[src/rtl/click_keypad.sv]
// click_keypad: turns mouse clicks on an on-screen keypad grid into key codes.
//
// A COLS x ROWS grid of CELL_W x CELL_H cells sits at (X0, Y0). A press edge
// on a cell pushes that cell's code (row*COLS+col) into a first-word-fall-through
// queue. With MODE=1, holding the button on the same cell auto-repeats the code
// after REPEAT_DELAY cycles and then every REPEAT_PERIOD cycles. Sliding off
// the cell while held abandons the press until the button is released.
//
// Ports:
//   clk          system clock, rising edge
//   reset        asynchronous active-low reset
//   mouse_x/y    cursor position (synchronous to clk)
//   btn          button level, 1 = pressed
//   code_ready   consumer accepts the head code this cycle
//   code         head-of-queue key code (0 when empty)
//   code_valid   queue not empty
//   fifo_full    queue holds FIFO_DEPTH entries
//   overflow     sticky: a code was dropped because the queue was full
//   press_active FSM is in PRESSED
module click_keypad #(
    parameter int X0            = 160,
    parameter int Y0            = 120,
    parameter int CELL_W        = 80,
    parameter int CELL_H        = 60,
    parameter int COLS          = 4,
    parameter int ROWS          = 5,
    parameter int CODE_W        = 5,
    parameter int FIFO_DEPTH    = 4,
    parameter int MODE          = 0,
    parameter int REPEAT_DELAY  = 12500000,
    parameter int REPEAT_PERIOD = 2500000
) (
    input  logic              clk,
    input  logic              reset,
    input  logic [9:0]        mouse_x,
    input  logic [8:0]        mouse_y,
    input  logic              btn,
    input  logic              code_ready,
    output logic [CODE_W-1:0] code,
    output logic              code_valid,
    output logic              fifo_full,
    output logic              overflow,
    output logic              press_active
);
    localparam int AW = $clog2(FIFO_DEPTH);
    localparam int CW = AW + 1;
    localparam logic [CW-1:0] FULL_CNT = CW'(FIFO_DEPTH);
    localparam logic [31:0] X_LO  = 32'(X0);
    localparam logic [31:0] Y_LO  = 32'(Y0);
    localparam logic [31:0] X_HI  = 32'(X0 + COLS * CELL_W);
    localparam logic [31:0] Y_HI  = 32'(Y0 + ROWS * CELL_H);
    localparam logic [31:0] DLY_LAST = 32'(REPEAT_DELAY - 1);
    localparam logic [31:0] PER_LAST = 32'(REPEAT_PERIOD - 1);

    typedef enum logic [1:0] {IDLE, PRESSED, IGNORE} state_t;

    // ---------------- hit test (combinational, constant divisors) -----------
    logic [31:0]       mx, my;
    logic              in_grid;
    logic [CODE_W-1:0] cell_code;

    always_comb begin
        mx        = {22'd0, mouse_x};
        my        = {23'd0, mouse_y};
        in_grid   = (mx >= X_LO) && (mx < X_HI) && (my >= Y_LO) && (my < Y_HI);
        cell_code = CODE_W'(((my - Y_LO) / 32'(CELL_H)) * 32'(COLS)
                            + (mx - X_LO) / 32'(CELL_W));
    end

    // ---------------- press FSM --------------------------------------------
    state_t            state;
    logic              btn_d;
    logic              armed;        // 0 only in the first cycle after reset
    logic [CODE_W-1:0] latched;
    logic [31:0]       rpt_cnt;
    logic              rpt_started;  // first repeat already issued
    logic              press_edge, on_cell, rpt_hit, push;
    logic [CODE_W-1:0] push_code;

    // armed masks the spurious edge seen when btn is already high at reset release
    assign press_edge = armed & btn & ~btn_d;
    assign on_cell    = in_grid && (cell_code == latched);
    assign rpt_hit    = (MODE == 1) && (state == PRESSED) && btn && on_cell &&
                        (rpt_started ? (rpt_cnt == PER_LAST) : (rpt_cnt == DLY_LAST));
    assign push       = ((state == IDLE) && press_edge && in_grid) || rpt_hit;
    assign push_code  = (state == IDLE) ? cell_code : latched;
    assign press_active = (state == PRESSED);

    always_ff @(posedge clk or negedge reset) begin
        if (!reset) begin
            state       <= IDLE;
            btn_d       <= 1'b0;
            armed       <= 1'b0;
            latched     <= '0;
            rpt_cnt     <= '0;
            rpt_started <= 1'b0;
        end else begin
            btn_d <= btn;
            armed <= 1'b1;
            case (state)
                IDLE: begin
                    if (press_edge) begin
                        if (in_grid) begin
                            latched     <= cell_code;
                            rpt_cnt     <= '0;
                            rpt_started <= 1'b0;
                            state       <= PRESSED;
                        end else begin
                            state <= IGNORE;
                        end
                    end
                end
                PRESSED: begin
                    // release wins over sliding off the cell
                    if (!btn) begin
                        state <= IDLE;
                    end else if (!on_cell) begin
                        state <= IGNORE;
                    end else if (MODE == 1) begin
                        if (rpt_hit) begin
                            rpt_cnt     <= '0;
                            rpt_started <= 1'b1;
                        end else begin
                            rpt_cnt <= rpt_cnt + 32'd1;
                        end
                    end
                end
                IGNORE: begin
                    if (!btn) state <= IDLE;
                end
                default: state <= IDLE;
            endcase
        end
    end

    // ---------------- FWFT code queue --------------------------------------
    logic [CODE_W-1:0] mem [FIFO_DEPTH];
    logic [AW-1:0]     wr_ptr, rd_ptr;
    logic [CW-1:0]     count;
    logic              pop, wr_en;

    assign code_valid = (count != '0);
    assign fifo_full  = (count == FULL_CNT);
    assign pop        = code_valid & code_ready;
    // a pop in the same cycle frees the slot a full queue needs
    assign wr_en      = push & (~fifo_full | pop);
    assign code       = code_valid ? mem[rd_ptr] : '0;

    always_ff @(posedge clk) begin
        if (wr_en) mem[wr_ptr] <= push_code;
    end

    always_ff @(posedge clk or negedge reset) begin
        if (!reset) begin
            wr_ptr   <= '0;
            rd_ptr   <= '0;
            count    <= '0;
            overflow <= 1'b0;
        end else begin
            if (wr_en) wr_ptr <= wr_ptr + 1'b1;
            if (pop)   rd_ptr <= rd_ptr + 1'b1;
            count    <= count + CW'(wr_en) - CW'(pop);
            overflow <= overflow | (push & fifo_full & ~pop);
        end
    end
endmodule

[config.mk]
export PLATFORM = sky130hd
export DESIGN_NAME = click_keypad
export DESIGN_NICKNAME = d
export VERILOG_FILES = /design/src/rtl/click_keypad.sv
export SDC_FILE = /design/constraint.sdc
export NUM_CORES = 1
export LEC_CHECK = 0
export BUFFER_PORTS_ARGS = -buffer_cell sky130_fd_sc_hd__buf_2
export CAP_MARGIN = 20
export CELL_PAD_IN_SITES_DETAIL_PLACEMENT = 1
export CELL_PAD_IN_SITES_GLOBAL_PLACEMENT = 1
export CORE_ASPECT_RATIO = 0.5
export CORE_MARGIN = 1.5
export CORE_UTILIZATION = 46
export CTS_BUF_LIST = sky130_fd_sc_hd__clkbuf_4 sky130_fd_sc_hd__clkbuf_8 sky130_fd_sc_hd__clkbuf_16
export DETAILED_ROUTE_END_ITERATION = 10
export PLACE_DENSITY = 0.88
export SLEW_MARGIN = 20
export SYNTH_ARGS = -nofsm -noshare
export SYNTH_HDL_FRONTEND = slang
export SYNTH_SLANG_ARGS = --single-unit
export TNS_END_PERCENT = 20
[constraint.sdc]
create_clock -name clk -period 2.6 [get_ports clk]
set_input_delay 0.39 -clock clk [delete_from_list [all_inputs] [get_ports clk]]
set_output_delay 0.39 -clock clk [all_outputs]
set_load 0.02 [all_outputs]
# After elaboration in Yosys (flattened, before gate mapping)
# Memories as Yosys holds them, arrays and structs flattened.
# Cells that the tools add are included.
[totals] ff_bits=17 ram_bits=20 inputBits=23 output_inout_bits=9 elab_cells=60 memories=1
[op_classes] add_sub_neg=7 div_mod_pow=2 magnitude_cmp=4 eq_ne=7 mux=10 n_bitwise=11 reduce_logical=10
[memory_table] memory="mem" words=4 word_bits=5 rd=1 rd_ports_with_merged_regs=0 write_ports=1 line="137" text="logic [CODE_W-1:0] mem [FIFO_DEPTH];"
[ops] operator="32-bit by 6-bit divider with 32-bit output (second input constant)" count=1
[ops] operator="32-bit by 7-bit divider with 32-bit output (second input constant)" count=1
[ops] operator="10-bit by 8-bit subtractor with 11-bit output (second input constant)" count=1
[ops] operator="10-bit by 8-bit greater-or-equal comparator with 1-bit output (second input constant)" count=1
[ops] operator="10-bit by 9-bit less-than comparator with 1-bit output (second input constant)" count=1
[ops] operator="2-bit two-way mux" count=5
[ops] operator="5-bit two-way mux" count=2
[ops] operator="9-bit by 7-bit subtractor with 10-bit output (second input constant)" count=1
[ops] operator="9-bit by 7-bit greater-or-equal comparator with 1-bit output (second input constant)" count=1
[ops] operator="9-bit less-than comparator (second input constant)" count=1
[ops] operator="1-bit bitwise AND" count=6
[ops] operator="1-bit logical AND" count=6
[ops] operator="2-bit case mux with 3 select lines" count=1
[ops] operator="3-bit AND reduction" count=2
[ops] operator="5-bit adder" count=1
[ops] operator="5-bit == test" count=1
[ops] operator="2-bit by 1-bit adder with 2-bit output (second input constant)" count=2
[ops] operator="2-bit != test (second input constant)" count=2
[ops] operator="3-bit by 1-bit adder with 3-bit output" count=1
[ops] operator="3-bit == test (second input constant)" count=1
[ops] operator="3-bit != test (second input constant)" count=1
[ops] operator="1-bit NOT" count=3
[ops] operator="3-bit nonzero test" count=1
[ops] operator="3-bit by 1-bit subtractor with 3-bit output" count=1
[ops] operator="5 further kinds" count=7

# Depth between registers and ports, before layout
# Gate-level depths: netlist of the first run.
[logic_depth] ltp_word=8 mapped_depth=18 ltp_nobuf=18

# Worst setup path before layout of the first run
# Ideal clock, no wire load.
[synth_path] kind="input to register" start="in mouse_x[5]" end="reg state[1]" setup_time_ns=0.138 t_arrival_ns=3.898 setup_slack_ns=-1.436 path_stages=15 n_path_buf=2 path_cell_list="clkbuf_1 -> inv_1 -> ha_1 -> buf_2 -> or3_1 -> a211o_1 -> o211a_1 -> o21ai_1 -> ha_1 -> fa_1 -> xor2_1 -> nor4b_1 -> nand3_1 -> nor4_1 -> o41ai_2"
[synth_via] elab_chain_len=7 word_cells_on_any_way=15 classes_between="add/sub (2); div (1); order compare (2); eq/ne (2); mux (3); reduce/logical (5)"
[synth_lines] item="from (decl)" line="35" text="input logic [9:0] mouse_x,"
[synth_lines] item="10-bit by 8-bit subtractor with 11-bit output" line="67" text="+ (mx - X_LO) / 32'(CELL_W));"
[synth_lines] item="32-bit by 7-bit divider with 32-bit output" line="67"
[synth_lines] item="5-bit adder" line="67"
[synth_lines] item="named net cell_code[3]" line="60" text="logic [CODE_W-1:0] cell_code;"
[synth_lines] item="5-bit == test" line="82" text="assign on_cell = in_grid && (cell_code == latched);"
[synth_lines] item="1-bit logical AND" line="82"
[synth_lines] item="3-bit != test (no line)"
[synth_lines] item="3-bit AND reduction (no line)"
[synth_lines] item="to (signal assigned)" line="91" text="state <= IDLE;"
[synth_lines] item="to (signal assigned)" line="107" text="state <= PRESSED;"
[synth_lines] item="to (signal assigned)" line="109" text="state <= IGNORE;"
[synth_lines] item="to (decl)" line="71" text="state_t state;"
# The timed path passes the listed nets, and every way through them passes these cells. The select of a mux whose other input is x is not followed.
# A chain may end at the register's enable or synchronous reset.

# Final worst setup path of the first run
[layout_path] start="in mouse_y[3]" end="reg state[0]"
[layout_via] elab_chain_len=7 word_cells_on_any_way=14 classes_between="add/sub (2); div (1); order compare (2); eq/ne (2); mux (3); reduce/logical (4)"
[layout_lines] item="from (decl)" line="36" text="input logic [8:0] mouse_y,"
[layout_lines] item="9-bit by 7-bit subtractor with 10-bit output" line="66" text="cell_code = CODE_W'(((my - Y_LO) / 32'(CELL_H)) * 32'(COLS)"
[layout_lines] item="32-bit by 6-bit divider with 32-bit output" line="66"
[layout_lines] item="5-bit adder" line="67"
[layout_lines] item="named net cell_code[3]" line="60"
[layout_lines] item="5-bit == test" line="82"
[layout_lines] item="1-bit logical AND" line="82"
[layout_lines] item="3-bit != test (no line)"
[layout_lines] item="3-bit AND reduction (no line)"
# The timed path passes the listed nets, and every way through them passes these cells. The select of a mux whose other input is x is not followed.

==> results_dict.tcl, run 1 <==
set metrics [dict create \
    run_status "finished with violations" \
    violations "negative setup slack" \
    io_pins 32 \
    grt_pass1_vias 3049 \
    initial_core_util_pct 48.3 \
    slowest_stage "fa_2" \
    ant_nets 0 \
    wl_per_cell_um 31.5 \
    synth-seq-cells 37 \
    nets 400 \
    critical_path_buf_inv_count 1 \
    drt-initial-drc-count 371 \
    grt_setup_unrepaired "yes" \
    p_per_area_nw_per_um2 766 \
    ys_types 64 \
    r2r_end "count[2]" \
    grt_max_degree 18 \
    hold_path_class "input port to asynchronous set/reset pin" \
    std_cell_rows 19 \
    cp.arrival_ps 4510 \
    dp_hpwl_mm 6.76 \
    yosys_warnings 0 \
    vias 3023 \
    critPathTopFamily "simple AND/OR/NAND/NOR gates" \
    cts_made_buffers 5 \
    finalClockSkew_ps 6.96 \
    min_period_ps 4290 \
    start_kind "input port" \
    die_h_um 56.9 \
    dp.cells 416 \
    synth_edf_count 20 \
    rr_worst_depth 9 \
    hold_violations 0 \
    setup_ws_ps -1690 \
    crit_chain "buf_8 -> ha_4 -> nand3_1 -> nor3_1 -> a311oi_1 -> o21ai_1 -> xor2_1 -> o311ai_4 -> nor2_2 -> o22ai_2 -> ha_4 -> fa_2 -> xor2_2 -> nor4b_4 -> nand3_2 -> nor4_4 -> or3_1" \
    cellLeakagePower_uw 0.00174 \
    ys_async_sr_fraction_pct 45.9 \
    cp_max_fo 4 \
    relSlewSlack_pct 55.2 \
    gp_congestion 0.853 \
    worstPathRequired_ps 2820 \
    slowest_delay_ps 610 \
    num_antenna_cells 0 \
    drive_gt1_share_pct 51.2 \
    criticalPathCategory "input port to register" \
    final_cells 436 \
    holdWs_ps 49.0 \
    fillers 542 \
    worst_pin_slew_ps 669 \
    grt_pass1_wl_mm 18.4 \
    dr.pass1.iters 5 \
    drv_cap 0 \
    core_um2 5540 \
    synth_flop_cell "edfxtp_1" \
    fmax_ghz 0.233 \
    cpMostUsedCell "ha_4" \
    via_per_inst 6.93 \
    io_buffers 29 \
    endpoint_kind "register" \
    grt_usage_pct 39.0 \
    grt_overflow 0 \
    syn_area_per_cell_um2 10.1 \
    r2r_setup_slack_ps 110 \
    cts_tree "yes" \
    antenna_found_initial 0 \
    maxSlewViolCount 0 \
    setup_violations 52 \
    cts_root_buf "clkbuf_16" \
    ir_drop_mv 0.799 \
    clock_latency_ps 280 \
    syn-cell-area_um2 2680 \
    dieWidth_um 111 \
    post-route-drc-count 0 \
    htree_levels 2 \
    ys_seq_area_share_pct 38.4 \
    synthToLayoutAreaGrowth_pct 50.7 \
    fin_crit_sh_pct 165 \
    cts_hold_buf 0 \
    routed_wl_mm 13.7 \
    dieArea_um2 6310 \
    clock_sinks 37 \
    cts_max_path_buffers 2 \
    netlist_instances 266 \
    clk_pin_slew_ps 60 \
    r2r-start "count[1]" \
]
per-stage QoR:
step           setup WS [ps]  setup TNS, ps  power (uW)  util, %  instance area [um2]
2_1_floorplan           -950         -22230        1560        -                 2840
3_3_place_gp           -1110         -41220        1850     62.1                 3440
3_5_place_dp           -1490         -52490        1970     62.1                 3440
4_1_cts                -1050         -18320        2720     69.3                 3840
5_1_grt                -1680         -32640        3160     72.8                 4030
6_report               -1690         -30270        3090     72.8                 4030
power by group:
group | internal, uW | switching, uW | leakage, uW
combinational | 666 | 873 | 0.00127
sequential | 749 | 181 | 0.000390
clock | 364 | 257 | 0.0000740
total | 1780 | 1310 | 0.00174
worst reg2reg max path, stage by stage, from the launching register on:
cell and delay (ps):
dfrtp_1 500, or3_1 320, nand2_1 220, nor2_2 220
a21o_1 170, ha_4 140, inv_2 40, fa_2 370
xnor2_2 220, xnor2_1 180
flip-flops by register name, indices dropped and copies added, names as in the netlist:
signal / count
mem: 20
latched: 5
count: 3
rd_ptr: 2
state: 2
wr_ptr: 2
armed: 1
btn_d: 1
overflow: 1
placed cells by master (no fill, tap or decap), drive strengths merged, types with 10 or more instances in the layout:
master,instances
buf,99
edfxtp,20
and2,14
ha,13
nand2,24
nand3,10
dfrtp,17
inv,13
o21ai,16
nor2,17
worst max-delay path by stage:
stage                          start  endpoint  slack (ps)  cells after the start
final                     mouse_y[3]  state[0]       -1690                     17
after floorplan           mouse_y[3]  state[0]        -950                     18
after global routing      mouse_y[3]  state[0]       -1680                     17
after CTS                 mouse_y[3]  state[1]       -1050                     18
after global placement    mouse_y[3]  state[0]       -1110                     19
after detailed placement  mouse_y[3]  state[1]       -1490                     18
cell families (layout without fill, tap and decap cells):
family                     after synthesis  in the layout  share of synthesized area [%]
AOI/OAI and AO/OA                       57             57                           15.5
xor gates and xnor gates                15             15                           5.61
adders and majority gates               15             15                           7.58
buffers and inverters                   24            120                           3.74
DFF                                     37             37                           38.4
muxes                                   10             10                           6.74
other                                    1              2                          0.140
and+or+nand+nor                        107            107                           22.3
cell usage after synthesis (7+ instances only):
master	count	share of area, %
and2_1	13	3.0
edfxtp_1	20	22
nand2_1	24	3.4
dfrtp_1	17	16
ha_1	13	6.1
a21oi_1	9	1.7
o21ai_0	12	2.2
xnor2_1	9	2.9
nor3_1	8	1.5
inv_1	12	1.7
nand3_1	10	1.9
nor2_1	17	2.4
nor2b_1	7	1.6
cell type report:
type	count	area, um2	area share (%)
Clock buffer	6	133	3.29
Timing Repair Buffer	99	734	18.2
Multi-Input combinational cell	206	1970	48.9
Clock inverter	2	10.0	0.248
Sequential cell	37	1030	25.4
Inverter	13	63.8	1.58
Tap cell	73	91.3	2.27
metal layers:
layer | share of wire [%] | GRT usage (%) | wire [um] | up-vias
li1 | - | - | - | 1154
met1 | 35 | 44.6 | 4870 | 1462
met2 | 46 | 69.7 | 6320 | 289
met3 | 9.5 | 7.45 | 1300 | 118
met4 | 8.9 | 23.8 | 1230 | 0
met5 | 0 | 0 | 0 | -
what timing repair did:
item / CTS / global route
pin swaps: 35 / 30
endpoints found under the setup margin: 53 / 53
buffers inserted: 8 / 5
gates resized for setup: 55 / 30
Power figures use the tool's default switching activity.
==> run 2, diff against run 1 <==
CORE_UTILIZATION = 49   (was 46)
PLACE_DENSITY = 0.93   (was 0.88)
clock period = 5.1 ns   (was 2.6 ns; I/O delays follow)
==> results_dict.tcl, run 2 (same netlist as run 1, synthesis figures left out) <==
set metrics [dict create \
    run_status "finished, final reports clean" \
    cts_made_buffers 5 \
    initial_core_util_pct 52.6 \
    dieArea_um2 5940 \
    endpoint_kind "register" \
    fillers 582 \
    cts_setup_buffers 0 \
    min_period_ps 4700 \
    dieWidth_um 107 \
    mostFrequentLayoutCell "buf_2" \
    via_per_inst 6.00 \
    synthToLayoutAreaGrowth_pct 11.6 \
    fmax_ghz 0.213 \
    io_buffers 29 \
    final_cell_mix "buf_2 (29), nand2_1 (24), edfxtp_1 (20)" \
    slowest_delay_ps 510 \
    cpMostUsedCell "xor2_1" \
    max_flop_register "mem" \
    maxSlewViolCount 0 \
    drive_gt1_share_pct 20.4 \
    r2r-start "state[1]" \
    dr.pass1.iters 6 \
    largest_reg_flops 20 \
    vias 2185 \
    setup_violations 0 \
    cts_max_path_buffers 2 \
    grt_usage_pct 23.9 \
    wl_per_cell_um 19.0 \
    fin_crit_sh_pct 92.1 \
    p_per_area_nw_per_um2 395 \
    cp.arrival_ps 4840 \
    num_antenna_cells 0 \
    cp_max_fo 7 \
    crit_chain "buf_2 -> ha_1 -> xor2_1 -> nand2_1 -> nor3_1 -> a311oi_1 -> o21ai_0 -> xor2_1 -> o311ai_0 -> nor2_1 -> o22ai_1 -> ha_1 -> fa_1 -> xor2_1 -> nor4b_1 -> nand3_1 -> nor4_2 -> o41ai_2" \
    cts_root_buf "clkbuf_8" \
    hold_path_class "input port to asynchronous set/reset pin" \
    clk_pin_slew_ps 80 \
    post-route-drc-count 0 \
    grt_pass1_vias 2256 \
    ir_drop_mv 0.238 \
    nets 331 \
    clock_latency_ps 280 \
    critical_path_buf_inv_count 1 \
    antenna_found_initial 0 \
    criticalPathCategory "input port to register" \
    worst_pin_slew_ps 641 \
    cellLeakagePower_uw 0.00126 \
    slowest_stage "fa_1" \
    relSlewSlack_pct 56.7 \
    critPathTopFamily "simple AND/OR/NAND/NOR gates" \
    dp_hpwl_mm 5.15 \
    grt_pass1_wl_mm 11.1 \
    hold_violations 0 \
    start_kind "input port" \
    drt-initial-drc-count 82 \
    p_total_uw 1180 \
    ant_nets 0 \
    die_h_um 55.2 \
    top_regs "mem: 20 flops, latched: 5 flops, count: 3 flops" \
    std_cell_rows 18 \
    critPathLaunch "mouse_y[3]" \
    gp_congestion 0.796 \
    io_pins 32 \
    core_um2 5090 \
    clock_sinks 37 \
    cts_tree "yes" \
    worstPathRequired_ps 5240 \
    finalClockSkew_ps 8.58 \
    htree_levels 2 \
    grt_overflow 0 \
    r2r_setup_slack_ps 2490 \
    drv_cap 0 \
    routed_wl_mm 6.93 \
    grt_max_degree 18 \
    setup-tns-final_ps 0 \
    grt_setup_unrepaired "no" \
]
-- run 2: cell types whose count changed in the layout (fill, tap and decap cells not counted), moves of 6 or more --
cell     before  now
ha_4          7    0
ha_1          5   13
buf_4        64    1
buf_6         7    0
nand2_1      18   24
-- run 2: per-stage QoR --
step / worst slack (ps) / hold WS, ps / utilization [%] / area, um2 / cells
after global placement: 536 / 436 / 56.3 / 2870 / 356
after detailed placement: 242 / 471 / 56.3 / 2870 / 356
after floorplan: 689 / 452 / - / 2680 / 267
final: 401 / 400 / 58.6 / 2980 / 364
after CTS: 304 / 407 / 58.5 / 2980 / 364
after global routing: 146 / 419 / 58.6 / 2980 / 364
-- run 2: layout make-up --
type                       count  area, um2  area share, %
timing repair buffer          30        153           5.12
clock inverter                 2       33.8           1.13
sequential                    37       1030           34.4
tap                           70       87.6           2.94
clock buffer                   6       76.3           2.56
inverter                      13       48.8           1.64
multi-input combinational    206       1560           52.2
-- run 2: worst register-to-register path, delay by kind of cell, from the launching register on --
kind	cells	cell delay (ps)
AO/OA/AOI/OAI	1	150
flip-flops	1	460
XOR/XNOR	2	360
AND/OR/NAND/NOR	1	750
buffers and inverters	2	270
adder cells (fa/ha/maj)	2	560
-- run 2: timing repair --
action / 4_1_cts / 5_1_grt
gates resized for setup: 0 / 1
hold buffers: 0 / 0
endpoints found under the setup margin: 0 / 1
-- run 2: path summary, 6_finish.rpt --
| kind | end | cells past startpoint |
|---|---|---|
| worst max-delay path | state[1] | 18 |
| worst min register to register | count[2] | 1 |
| max in group asynchronous | wr_ptr[1] | 1 |
| min in group clk | count[2] | 1 |
| worst max register to register | count[2] | 8 |
| worst min-delay path | latched[0] | 1 |
-- run 2: layer usage --
| layer | GRT usage, % | vias up | wire length (um) |
|---|---|---|---|
| li1 | - | 1022 | - |
| met4 | 7.71 | 0 | 145 |
| met5 | 0 | - | 0 |
| met1 | 29.2 | 1103 | 3020 |
| met3 | 2.60 | 14 | 176 |
| met2 | 44.4 | 46 | 3590 |
-- run 2: power by group --
| group | total, uW | internal, uW | switching [uW] | leakage, uW |
|---|---|---|---|---|
| Clock | 252 | 150 | 102 | 0.0000563 |
| Sequential | 453 | 382 | 71.4 | 0.000390 |
| Combinational | 474 | 206 | 268 | 0.000816 |
==> run 3, diff against run 2 <==
CORE_UTILIZATION = 46   (was 49)
PLACE_DENSITY = 0.88   (was 0.93)
clock period = 5.05 ns   (was 5.1 ns; I/O delays follow)
==> results_dict.tcl, run 3 (same netlist as run 1, synthesis figures left out) <==
set metrics [dict create \
    slowest_stage "fa_1" \
    clk_pin_slew_ps 60 \
    cp.arrival_ps 4670 \
    wl_met2_mm 3.31 \
    min_period_ps 4520 \
    antenna_found_initial 0 \
    ant_nets 0 \
    worstPathRequired_ps 5200 \
    highest_layer "met4" \
    htree_levels 2 \
    num_antenna_cells 0 \
    clock_sinks 37 \
    dieWidth_um 111 \
    cts_max_path_buffers 2 \
    grt_overflow 0 \
    cpMostUsedCell "xor2_1" \
    std_cell_rows 19 \
    post-route-drc-count 0 \
    drv_cap 0 \
    grt_usage_pct 21.9 \
    die_h_um 56.9 \
    cellLeakagePower_uw 0.00128 \
    worst_pin_slew_ps 595 \
    dr.pass1.iters 4 \
    dp_hpwl_mm 5.21 \
    post_cts_resized 0 \
    cts_setup_buffers 0 \
    setup_violations 0 \
    fmax_ghz 0.221 \
    setup-tns-final_ps 0 \
    holdWs_ps 396 \
    grt_pass1_wl_mm 10.8 \
    finalClockSkew_ps 4.93 \
    nets 331 \
    grt_max_degree 18 \
    fillers 635 \
    run_status "finished, final reports clean" \
    crit_chain "buf_2 -> ha_1 -> xor2_1 -> nand2_1 -> nor3_1 -> a311oi_1 -> o21ai_0 -> xor2_1 -> o311ai_0 -> nor2_1 -> o22ai_1 -> ha_1 -> fa_1 -> xor2_1 -> nor4b_1 -> nand3_1 -> nor4_1 -> o41ai_2" \
    maxSlewViolCount 0 \
    clock_latency_ps 280 \
    synthToLayoutAreaGrowth_pct 12.7 \
    cts_hold_buf 0 \
    cts_made_buffers 5 \
    endpoint_kind "register" \
    mostFrequentLayoutCell "buf_2" \
    fin_crit_sh_pct 89.6 \
    drt-initial-drc-count 100 \
    slowest_delay_ps 500 \
    hold_path_class "input port to asynchronous set/reset pin" \
    p_per_area_nw_per_um2 404 \
    wl_per_cell_um 17.9 \
    largest_reg_flops 20 \
    start_kind "input port" \
    cts_root_buf "clkbuf_16" \
    max_flop_register "mem" \
    regArea_um2 1030 \
    hold_violations 0 \
    relSlewSlack_pct 59.8 \
    dr_wl_met3_um 154 \
    io_pins 32 \
    core_um2 5540 \
    grt_pass1_vias 2194 \
    cp_max_fo 7 \
    ir_drop_mv 0.298 \
    drive_gt1_share_pct 20.4 \
    criticalPathCategory "input port to register" \
    top_regs "mem: 20 flops, latched: 5 flops, count: 3 flops" \
    grt_setup_unrepaired "no" \
    route.layer.met1.wl_mm 2.99 \
    dieArea_um2 6310 \
    final_cell_mix "buf_2 (29), nand2_1 (24), edfxtp_1 (20)" \
    gp_congestion 0.829 \
    cts_tree "yes" \
    routed_wl_mm 6.55 \
    multi_input_area_um2 1550 \
    initial_core_util_pct 48.3 \
    vias 2135 \
    io_buffers 29 \
    via_per_inst 5.82 \
]
-- run 3: changes by cell type in the layout (fill, tap and decap cells not counted), sizes merged --
cell / before / now
bufinv: 1 / 0
clkbuf: 6 / 5
clkinv: 1 / 2
clkinvlp: 0 / 1
-- run 3: final timing paths --
kind,from,endpoint,slack [ps],cells past startpoint
setup / recovery,mouse_y[3],state[1],530,18
hold / removal,reset,state[1],400,1
setup reg to reg,state[1],count[2],2480,8
hold reg to reg,count[2],count[2],480,1
max in group asynchronous,reset,wr_ptr[1],4360,1
min in group clk,count[2],count[2],480,1
-- run 3: cell type report --
type / instances / share of cell area [%]
clock buffer: 5 / 4.15
sequential: 37 / 34.0
multi-input combinational: 206 / 51.5
tap: 73 / 3.03
clock inverter: 3 / 0.581
inverter: 13 / 1.62
timing repair buffer: 30 / 5.06
-- run 3: critical path: cells and delay by family --
family / cells / cell delay (ps)
XOR/XNOR: 3 / 660
AND/OR/NAND/NOR: 6 / 1290
AO/OA/AOI/OAI: 5 / 860
adder cells (fa/ha/maj): 3 / 960
buffers and inverters: 1 / 140
-- run 3: power breakdown --
| part | internal (uW) | total, uW | switching, uW |
|---|---|---|---|
| sequential | 386 | 451 | 64.8 |
| combinational | 207 | 466 | 259 |
| clock | 181 | 302 | 122 |
-- run 3: layer usage --
metal	vias up	GRT usage, %
met5	-	0
met4	0	6.59
met3	10	3.46
met2	38	39.9
met1	1069	27.3
li1	1018	-
-- run 3: through the flow --
| stage | setup WS, ps | util [%] | total power, uW | std cells | cell area [um2] |
|---|---|---|---|---|---|
| floorplan | 647 | - | 785 | 267 | 2680 |
| global placement | 462 | 51.8 | 879 | 359 | 2870 |
| detailed placement | 253 | 51.8 | 924 | 359 | 2870 |
| CTS | 532 | 54.4 | 1230 | 367 | 3010 |
| global route | 99.7 | 54.4 | 1290 | 367 | 3010 |
| finish | 526 | 54.4 | 1220 | 367 | 3010 |
